`src/rtl/nbit_updown_counter.sv`:
```
// nbit_updown_counter
//
// Parametrised synchronous up/down binary counter with a programmable
// terminal value, cascade enables, a saturate mode, parallel load,
// asynchronous clear and an active-low ripple-carry output.
//
// Parameters
//   WIDTH    counter width in bits (1..32)
//   MOD_MAX  terminal value; the counter range is 0..MOD_MAX
//
// Ports
//   CP     in   clock, rising edge active
//   CLR_n  in   asynchronous active-low clear, released synchronously
//   M      in   direction: 1 = up, 0 = down
//   D      in   parallel load data (clamped to MOD_MAX)
//   LD_n   in   synchronous load, active-low, highest synchronous priority
//   EN_n   in   local count enable, active-low
//   CI_n   in   cascade carry-in, active-low
//   SAT    in   1 = saturate at terminal value, 0 = wrap
//   Q      out  count value (registered)
//   TC     out  terminal count for the current direction (combinational)
//   Qcc_n  out  ripple carry out, active-low (combinational)

module nbit_updown_counter #(
  parameter int unsigned      WIDTH   = 8,
  parameter logic [WIDTH-1:0] MOD_MAX = {WIDTH{1'b1}}
) (
  input  logic             CP,
  input  logic             CLR_n,
  input  logic             M,
  input  logic [WIDTH-1:0] D,
  input  logic             LD_n,
  input  logic             EN_n,
  input  logic             CI_n,
  input  logic             SAT,
  output logic [WIDTH-1:0] Q,
  output logic             TC,
  output logic             Qcc_n
);

  logic             armed;
  logic             count_en;
  logic             at_max;
  logic             at_zero;
  logic [WIDTH-1:0] load_val;
  logic [WIDTH-1:0] q_next;

  assign at_max   = (Q == MOD_MAX);
  assign at_zero  = (Q == '0);
  assign count_en = ~EN_n & ~CI_n;

  assign TC    = M ? at_max : at_zero;
  assign Qcc_n = ~(TC & count_en);

  // Compared one bit wider so the test stays meaningful when MOD_MAX is
  // the all-ones value of WIDTH bits.
  assign load_val = ({1'b0, D} > {1'b0, MOD_MAX}) ? MOD_MAX : D;

  always_comb begin
    q_next = Q;
    if (!LD_n) begin
      q_next = load_val;
    end else if (count_en) begin
      if (M) begin
        if (at_max) begin
          q_next = SAT ? Q : '0;
        end else begin
          q_next = Q + WIDTH'(1);
        end
      end else begin
        if (at_zero) begin
          q_next = SAT ? Q : MOD_MAX;
        end else begin
          q_next = Q - WIDTH'(1);
        end
      end
    end
  end

  // Clear release is synchronised: the armed flop is the first stage and
  // the Q register (gated by armed) is the second, so the first edge after
  // CLR_n rises is ignored and the second edge honours a load or count.
  always_ff @(posedge CP or negedge CLR_n) begin
    if (!CLR_n) begin
      armed <= 1'b0;
      Q     <= '0;
    end else begin
      armed <= 1'b1;
      if (armed) begin
        Q <= q_next;
      end
    end
  end

endmodule

```
`config.mk`:
```
export PLATFORM = sky130hd
export DESIGN_NAME = nbit_updown_counter
export DESIGN_NICKNAME = d
export VERILOG_FILES = /design/src/rtl/nbit_updown_counter.sv
export SDC_FILE = /design/constraint.sdc
export NUM_CORES = 1
export LEC_CHECK = 0
export ABC_CLOCK_PERIOD_IN_PS = 6600
export CAP_MARGIN = 30
export CORE_UTILIZATION = 51
export CTS_CLUSTER_DIAMETER = 100
export DETAILED_ROUTE_END_ITERATION = 8
export PLACE_DENSITY = 0.84
export SETUP_SLACK_MARGIN = 0.3
export SLEW_MARGIN = 10
export SYNTH_ARGS = -nofsm -noshare
export SYNTH_HDL_FRONTEND = slang
export SYNTH_SLANG_ARGS = --single-unit
```
`constraint.sdc`:
```
create_clock -name CP -period 6.6 [get_ports CP]
set_input_delay 1.98 -clock CP [delete_from_list [all_inputs] [get_ports CP]]
set_output_delay 1.98 -clock CP [all_outputs]
set_load 0.1 [all_outputs]
```
==> flow_summary_export.csv <==
group,metric,value,unit
run_status,outcome,"finished, final reports clean",
run,maxCapViolations,0,
final_layout,final_cells,153,
pwr,swShare,0.5612,
yosys,syn_area_per_cell,8.368,µm²
floorplan,core,1594,µm²
timing,hold_viol_final,0,
timing,rsz0062_at_grt,"no",
yosys,synth_top_area_frac,0.2469,
pwr,p_seq_frac,0.266,
yosys,synth_most_common_cell,"dfrtp_1",
clock_tree,postCtsSetupRepairBufs,0,
floorplan,num_rows,14,
timing,worstMarginPinSlew,0.9644,ns
worst_setup_path,worstSetupPathType,"input pin to primary output",
final_layout,area_growth,28.39,%
floorplan,io_pins,25,
yosys,synth.distinct_cells,44,
drt,drt-vias-per-instance,6.092,
timing,relSlewSlack,0.3551,
yosys,syn_area,912.1,µm²
clock_tree,cts_resized,0,
place,io_buffers,24,
worst_setup_path,cp.arrival,4.00,ns
drt,antenna_left,0,
pwr,powerDensity,349.0,nW/µm²
floorplan,die_height,44.29,µm
yosys,synth_edf_count,0,
worst_setup_path,endpoint,"Qcc_n",
worst_setup_path,worst-path-max-fanout,13,
final_layout,nets,148,
worst_setup_path,critPathLaunch,"M",
yosys,synth.area.top_cells,"dfrtp_1 (25%), ha_1 (4.1%), mux2i_1 (3.3%)",
yosys,async_reset_ff_frac,1.000,
pwr,p_int,0.1793,mW
yosys,synth_warnings,0,
global_route,overflow,0,
pwr,vdd_ir_drop_max,306.4,µV
clock_tree,ctsHoldBuffers,0,
place,pre_cts_ws,0.6253,ns
clock_tree,cts_tree,"yes",
floorplan,design.die.area,1962,µm²
place,placed_cells,149,
final_layout,postLayoutCoreUtil,0.7347,
timing,finalSetupTns,0,ns
timing,fin_crit_sh,0.9054,
drt,drtPass1Iterations,4,
drt,routed_wl,2331,µm
global_route,grt_pass1_vias,782,
clock_tree,cts_buffer_depth,2,
floorplan,start_util,0.5722,
clock_tree,clockRootBuffer,"clkbuf_4",
drt,drt_iter0_drc,43,
global_route,grt_pass1_wl,3801,µm
timing,fin_skew,0.0003878,ns
global_route,grt_use_met2,0.4147,
worst_setup_path,reg2reg_depth,5,
place,globalplace.congestion,0.9577,
timing,fmax,167.4,MHz
final_layout,diodes,0,
drt,vias,932,
worst_setup_path,timing.rr.end,"Q[3]",
clock_tree,h-tree-depth,1,
yosys,ys_ff_latch,9,
final_layout,drive_above_1_share,0.1473,
global_route,use_met3,0.04898,
drt,post-route-drc-count,0,
worst_setup_path,end_kind,"primary output",
timing,period_needed,5.975,ns
clock_tree,clkTransAtPathRegs,0.06,ns
worst_setup_path,start_kind,"input pin",
pwr,p_switching,0.2293,mW
hold_path,min_path_type,"register to register",
global_route,met1_usage,0.3690,
floorplan,die-width,44.29,µm
yosys,synth_fp_nets,127,
clock_tree,clock_sinks,9,
pwr,p_comb_frac,0.622,
yosys,synth-seq-area-share,0.2469,
yosys,syn_inst,109,
drt,wl_per_cell,15.24,µm
global_route,grt_use_total,0.2733,
yosys,yosys_most_used_dff,"dfrtp_1",
place,dp_hpwl,1627,µm
yosys,synth_common_cells,"dfrtp_1 (9), inv_1 (8), nor2_1 (8)",
pwr,power_leakage,0.4715,nW
timing,setup_viol,0,
timing,slew_viol_final,0,
global_route,antenna_found_initial,0,
worst_setup_path,required,4.62,ns
timing,setup_slack,0.6246,ns
clock_tree,cts_buffers,3,
worst_setup_path,reg2reg_slack,4.30,ns
global_route,grt_start_max_net_pins,17,
worst_setup_path,r2r-start,"Q[2]",
global_route,busiest_layer,"met2",
pwr,p_clk_frac,0.112,
clock_tree,clkLatencyLatePin,0.27,ns
yosys,yosys.area.top_type,"dfrtp_1",
## how the worst min path moves through the flow
stage | slack [ns] | depth (start not counted) | endpoint | from
global route | 0.71 | 1 | Q[7] | Q[7]
CTS | 0.68 | 1 | Q[7] | Q[7]
floorplan | 0.69 | 3 | Q[2] | armed
detailed placement | 0.66 | 1 | Q[7] | Q[7]
global placement | 0.60 | 1 | Q[7] | Q[7]
finish | 0.69 | 1 | Q[7] | Q[7]
## worst max-delay path, cell delays in order
cell             delay [ns]
clkdlybuf4s50_1        0.63
or4_4                  0.54
nor4_2                 0.25
or2_1                  0.28
nand2_1                0.08
buf_4                  0.24
## layer usage
layer / routed length [µm] / vias to the layer above
li1: - / 445
met1: 1014 / 417
met2: 1043 / 56
met3: 180 / 14
met4: 93 / 0
met5: 0 / -
## cells by family after synthesis
| family | share of synthesized area |
|---|---|
| multiplexers | 0.06585 |
| AO/OA/AOI/OAI | 0.2963 |
| buffers and inverters | 0.08230 |
| AND/OR/NAND/NOR | 0.2154 |
| adder cells (fa/ha/maj) | 0.04116 |
| flip-flops | 0.2469 |
| XOR/XNOR | 0.04802 |
| other | 0.004111 |
## metrics by stage
| stage | instance area (µm²) | hold WS [ns] | power, mW |
|---|---|---|---|
| global route | 1171 | 0.7095 | 0.4333 |
| floorplan | 912.1 | 0.6903 | 0.3048 |
| global placement | 1145 | 0.6034 | 0.3583 |
| finish | 1171 | 0.6875 | 0.4087 |
| detailed placement | 1145 | 0.6612 | 0.3604 |
| CTS | 1171 | 0.6806 | 0.4081 |
## power groups by stage
stage / clock network [mW] / logic (mW) / registers, mW
finish: 0.0457 / 0.254 / 0.109
global route: 0.0503 / 0.271 / 0.112
CTS: 0.0468 / 0.255 / 0.107
detailed placement: 0 / 0.253 / 0.108
global placement: 0 / 0.251 / 0.107
floorplan: 0 / 0.119 / 0.186
## flip-flops by register name (all words and copies together) (netlist names)
register and flops:
Q 8, armed 1
## layout make-up
type	count	area, µm²
multi-input cells	84	611.8
fillers	125	422.9
repair buffers	24	247.7
flip-flops and latches	9	225.2
inverters	8	30.03
well taps	24	30.03
clock buffers	4	26.28
## layout by cell type, fill, tap and decap left out, types with 3 or more instances in the layout
master,synthesis,layout
a21oi_1,3,3
inv_1,8,8
ha_1,3,3
nand2b_1,3,3
clkdlybuf4s50_1,0,22
dfrtp_1,9,9
nor2_1,8,8
a31o_2,3,3
nand3_1,4,4
o22ai_1,4,4
mux2i_1,3,3
o21ai_0,5,5
nand2_1,7,7
xor2_1,3,3
nor3_1,4,4
clkbuf_4,0,3
Note: power is estimated with default switching activity, not from simulation.
